[src/rtl/pic_gpio_bank.sv]
// PIC-style GPIO bank: per-port TRIS and output latches, pin synchronizers,
// and optional sticky change-on-input flags with an irq (macro GPIO_CHANGE_DETECT_EN).
module pic_gpio_bank #(
  parameter int NUM_PORTS   = 3,
  parameter int PORT_WIDTH  = 8,
  parameter int SYNC_STAGES = 2
) (
  input  logic                            clk,
  input  logic                            rst_n,
  input  logic [2:0]                      portSel,
  input  logic                            trisWe,
  input  logic                            latWe,
  input  logic [PORT_WIDTH-1:0]           wrData,
  input  logic                            ackChange,
  input  logic [NUM_PORTS*PORT_WIDTH-1:0] pinIn,
  output logic [NUM_PORTS*PORT_WIDTH-1:0] pinOut,
  output logic [NUM_PORTS*PORT_WIDTH-1:0] trisOut,
  output logic [PORT_WIDTH-1:0]           rdData,
  output logic [PORT_WIDTH-1:0]           latData,
  output logic [NUM_PORTS-1:0]            chgFlags,
  output logic                            irq
);

  localparam int BUS = NUM_PORTS * PORT_WIDTH;
  localparam logic [3:0] NP = 4'(NUM_PORTS);

  logic [BUS-1:0] tris_q, tris_d;
  logic [BUS-1:0] lat_q, lat_d;
  logic [BUS-1:0] sync_q [SYNC_STAGES];
  logic [BUS-1:0] pin_s;
  logic           sel_ok;

  assign sel_ok  = ({1'b0, portSel} < NP);
  assign pin_s   = sync_q[SYNC_STAGES-1];
  assign pinOut  = lat_q;
  assign trisOut = tris_q;

  // NOTE: every variable driven here gets a default first, so no latch is inferred.
  always_comb begin
    tris_d  = tris_q;
    lat_d   = lat_q;
    rdData  = '0;
    latData = '0;
    for (int p = 0; p < NUM_PORTS; p++) begin
      if (sel_ok && portSel == 3'(p)) begin
        if (trisWe) tris_d[p*PORT_WIDTH +: PORT_WIDTH] = wrData;
        if (latWe)  lat_d[p*PORT_WIDTH +: PORT_WIDTH]  = wrData;
        rdData  = pin_s[p*PORT_WIDTH +: PORT_WIDTH];
        latData = lat_q[p*PORT_WIDTH +: PORT_WIDTH];
      end
    end
  end

  // NOTE: state uses non-blocking assignments so every flop samples pre-edge values.
  // NOTE: the sync "array" is plain flops, not RAM, so resetting it is legal and cheap.
  always_ff @(posedge clk) begin
    if (!rst_n) begin
      tris_q <= '1;
      lat_q  <= '0;
      for (int s = 0; s < SYNC_STAGES; s++) sync_q[s] <= '0;
    end else begin
      tris_q    <= tris_d;
      lat_q     <= lat_d;
      sync_q[0] <= pinIn;
      for (int s = 1; s < SYNC_STAGES; s++) sync_q[s] <= sync_q[s-1];
    end
  end

`ifdef GPIO_CHANGE_DETECT_EN
  localparam int AW = $clog2(SYNC_STAGES + 1);

  logic [AW-1:0]        arm_q, arm_d;
  logic                 armed;
  logic [BUS-1:0]       snap_q;
  logic [NUM_PORTS-1:0] flags_q, flags_d;

  assign armed = (arm_q == AW'(SYNC_STAGES));

  // A fresh detection is applied after the acknowledge so it wins on the same port.
  always_comb begin
    arm_d   = armed ? arm_q : arm_q + AW'(1);
    flags_d = flags_q;
    for (int p = 0; p < NUM_PORTS; p++) begin
      if (sel_ok && ackChange && portSel == 3'(p)) flags_d[p] = 1'b0;
      if (armed && |((pin_s[p*PORT_WIDTH +: PORT_WIDTH] ^ snap_q[p*PORT_WIDTH +: PORT_WIDTH])
                     & tris_q[p*PORT_WIDTH +: PORT_WIDTH]))
        flags_d[p] = 1'b1;
    end
  end

  always_ff @(posedge clk) begin
    if (!rst_n) begin
      arm_q   <= '0;
      snap_q  <= '0;
      flags_q <= '0;
    end else begin
      arm_q   <= arm_d;
      snap_q  <= pin_s;
      flags_q <= flags_d;
    end
  end

  assign chgFlags = flags_q;
  assign irq      = |flags_q;
`else
  logic unused_ack;
  assign unused_ack = ackChange;
  assign chgFlags   = '0;
  assign irq        = 1'b0;
`endif

endmodule
[config.mk]
export PLATFORM = sky130hd
export DESIGN_NAME = pic_gpio_bank
export DESIGN_NICKNAME = d
export VERILOG_FILES = /design/src/rtl/pic_gpio_bank.sv
export SDC_FILE = /design/constraint.sdc
export NUM_CORES = 1
export LEC_CHECK = 0
export BUFFER_PORTS_ARGS = -buffer_cell sky130_fd_sc_hd__buf_4
export CAP_MARGIN = 10
export CORE_MARGIN = 2
export CORE_UTILIZATION = 50
export CTS_CLUSTER_SIZE = 20
export DETAILED_ROUTE_END_ITERATION = 10
export PLACE_DENSITY = 0.87
export SLEW_MARGIN = 20
export SYNTH_ARGS = -nofsm -noshare
export SYNTH_HDL_FRONTEND = slang
export SYNTH_SLANG_ARGS = --single-unit
[constraint.sdc]
create_clock -name clk -period 2.8 [get_ports clk]
set_input_delay 0 -clock clk [delete_from_list [all_inputs] [get_ports clk]]
set_output_delay 0 -clock clk [all_outputs]
set_load 0.03 [all_outputs]
== Word-level counts from Yosys, hierarchy flattened ==
Memories as Yosys holds them, arrays and structs flattened.
Cells that the tools add are included.
Word-level totals
  word-level logic and storage cells: 32
  bits of input ports: 40
  output and inout bits: 68
  memories kept: 1
  register bits after elaboration: 48
  RAM bits: 48
Memories
  sync_q: words 2, bits a word 24, read ports 2, clocked after Yosys merged registers in 0, write ports 2, RTL line 29  | logic [BUS-1:0] sync_q [SYNC_STAGES];
Operators by class
  reductions and logical operators: 10
  equality and inequality tests: 2
  bitwise operators: 2
  $lt $le $gt $ge: 1
  mux-type cells: 10
Operators with widths (number)
  two-way mux 24 bit: 2
  two-way mux 8 bit: 6
  AND reduction 2 bit: 6
  equality test 3 x 1 -> 1 bit, second input constant: 1
  equality test 3 x 2 -> 1 bit, second input constant: 1
  logical AND 1 bit: 3
  logical NOT 3 bit: 1
  < comparator 3 x 2 -> 1 bit, second input constant: 1
  two-way mux 1 bit: 2
  OR 1 bit: 2

== Logic depth before layout (Yosys ltp) ==
  depth in word-level cells: 5
  mapped depth: 5
  mapped depth without buffers: 2

== Worst setup path after synthesis ==
No wires, ideal clock.
  kind: register -> output
  from: register lat_q[8], in the netlist pinOut[8]
  to: output latData[0]
  cell stages (with the launch flop): 3
  arrival time: 1412 ps
  path slack: 1388 ps
  cells stage by stage: dfxtp_1 > inv_1 > o32ai_1
Between the ends
  word-level cells in the longest chain between the ends: 2
Ends and longest elaborated chain
  from (decl): RTL line 28  | logic [BUS-1:0] lat_q, lat_d;
  from (signal assigned): RTL line 63  | lat_q <= lat_d;
  two-way mux 8 bit (2 in series): RTL line 45  | if (sel_ok && portSel == 3'(p)) begin
  to (decl): RTL line 19  | output logic [PORT_WIDTH-1:0] latData,
Every way passes these cells.

==> results.yml <==
timing:
  timing.hold.ws_ns: 0.109
  finalSetupViolCount: 0
  maxSlewHeadroom_pct: 45.2
  fin_crit_ns: 1.32
  fin_setup_tns_ns: 0
  fin_skew_ns: 0.00687
  finalCritPeriodShare_pct: 47.2
  fmaxAchievable_ghz: 0.756
  rsz0062_at_grt: "no"
  tightest_slew_ns: 0.823
  hold_viol: 0
  report.final.slew_viol_count: 0
grt:
  track_usage_pct: 20.3
  gr-total-overflow: 0
  grt_pass1_vias: 2680
  grt_pass1_wl_um: 13000
  grt_max_degree: 113
  grt_antenna_before_repair: 0
floorplan:
  initial_core_util_pct: 51.1
  dieHeight_um: 89.9
  row_count: 31
  num_io_pins: 108
  fp.coreArea_mm2: 0.00721
  die_x_um: 89.9
  die_area_mm2: 0.00807
final_layout:
  diodes: 0
  area_delta_synth_final_pct: 34.7
  fin_nets: 503
  drive_gt1_share_pct: 26.3
  post-route-util_pct: 68.8
clock_network:
  clockRootBuffer: "clkbuf_8"
  cts.path.max_buffers: 2
  post-cts-setup-buffer-count: 0
  cts-buffers-inserted: 9
  cts.sinks: 96
  cts_max_level: 3
  post_cts_resized: 0
  tritoncts: "built"
  clk_pin_slew_ns: 0.09
  clk-insertion-delay-late_ns: 0.35
  holdBufCountCts: 32
critical_path:
  critPathArrivalTime_ns: 1.32
  cp.required_ns: 2.80
  path_class: "flip-flop to output pin"
  crit_path_max_fanout: 1
  start_kind: "flip-flop"
  crit_path_end_kind: "output pin"
routing:
  drt_iter0_drc: 89
  avgRoutedWirePerCell_um: 14.3
  viasPerCell: 4.89
  drt-total-wl_um: 8100
  vias: 2772
  drc: 0
  drt_first_pass_iters: 4
  antenna_left: 0
pwr:
  p_clk_share_pct: 37.2
  p_leak_nw: 2.19
  switchingPower_w: 0.000635
  p_sw_share_pct: 23.1
  powerDensity_mw_per_mm2: 553
  power.share.combinational_pct: 10.8
  internal_power_w: 0.00211
  p_seq_share_pct: 52.0
  vdd_drop_max_uv: 371
synthesis:
  syn_inst: 346
  synth_edf_count: 0
  yosysTopAreaCell: "dfxtp_1"
  syn-cell-area_mm2: 0.00369
  synth_seq_cells: 96
  synth.area.top_cells: "dfxtp_1 52%, mux2i_1 17%, and2_1 8.1%"
  seq_area_frac_synth_pct: 52.1
  synthFlopType: "dfxtp_1"
  synth_top_area_share_pct: 52.1
  synth.distinct_cells: 18
  avgSynthCellArea_um2: 10.7
  yosys-top-cells-count: "96 x dfxtp_1, 64 x mux2i_1, 48 x and2_1"
  async_flop_share_pct: 0
  yosysWarningCount: 0
  synth.most_common_cell: "dfxtp_1"
placed_design:
  portBuffers: 102
  gp_congestion: 0.801
  hpwlAfterDp_um: 5180
status:
  outcome: "finished clean"
min_path:
  min_path_type: "input port to flip-flop"
job:
  maxCapViolCount: 0
## flip-flops by register name (all words and copies together), names as in the netlist
name     cells
pinOut      24
sync_q      48
trisOut     24
## kinds of logic after synthesis
group                  share of synthesized area (%)
AND/OR/NAND/NOR                                 20.1
flip-flops                                      52.1
multiplexers                                    17.4
buffers and inverters                           6.52
AO/OA/AOI/OAI                                   3.80
other                                          0.102
## path summary, 6_finish.rpt
kind,slack (ns),cells past startpoint,to,startpoint
max,1.48,3,rdData[5],sync_q[0][45]
min,0.11,3,trisOut[5],trisWe
max reg2reg,2.09,2,trisOut[2],trisOut[2]
min reg2reg,0.44,1,sync_q[0][35],sync_q[0][11]
## per-layer routing
metal	share of wire, %	wire length [um]	GRT usage, %
met5	0	0	0
met2	51	4120	37.2
met3	6.1	493	5.70
met4	1.7	135	6.28
met1	41	3350	22.8
## through the flow
| stage | area, um2 | setup slack (ns) | total power, W | cells |
|---|---|---|---|---|
| 2_1_floorplan | 3700 | 1.39 | 0.00163 | 349 |
| 3_3_place_gp | 4410 | 1.53 | 0.00171 | 519 |
| 3_5_place_dp | 4410 | 1.49 | 0.00172 | 519 |
| 4_1_cts | 4960 | 1.49 | 0.00276 | 567 |
| 5_1_grt | 4960 | 1.40 | 0.00285 | 567 |
| 6_report | 4960 | 1.48 | 0.00275 | 567 |
## cell usage in the layout, fill, tap and decap left out
cell	count
inv_6	1
nor4b_4	2
o32ai_1	16
nand2b_1	2
nand4bb_1	3
mux2i_1	64
inv_1	16
and4bb_2	1
conb_1	4
bufinv_16	2
clkbuf_8	11
clkinv_4	2
buf_4	102
nor2b_1	32
nand2_1	32
dlygate4sd3_1	32
and2_1	48
or2_2	2
dfxtp_1	96
## final cells by class
cell class | instances | area (um2)
multi-input cells | 206 | 1540
clock inverters | 5 | 86.3
repair buffers | 134 | 1090
well taps | 99 | 124
clock buffers | 11 | 151
fillers | 527 | 2250
flip-flops and latches | 96 | 1920
inverters | 16 | 60.1
## worst max-delay path, cell delays in order (launching register included)
cell and delay, ns:
dfxtp_1 0.32, inv_1 0.03, o32ai_1 0.38, buf_4 0.24
## power by group through the flow
stage                     Combinational (W)  Clock (W)  Sequential [W]
after floorplan                    0.000143          0         0.00149
after global placement             0.000253          0         0.00146
after detailed placement           0.000258          0         0.00146
after CTS                          0.000294    0.00104         0.00143
after global routing               0.000318    0.00110         0.00143
final                              0.000296    0.00102         0.00143
No activity file was read; power rests on OpenSTA's default activity.
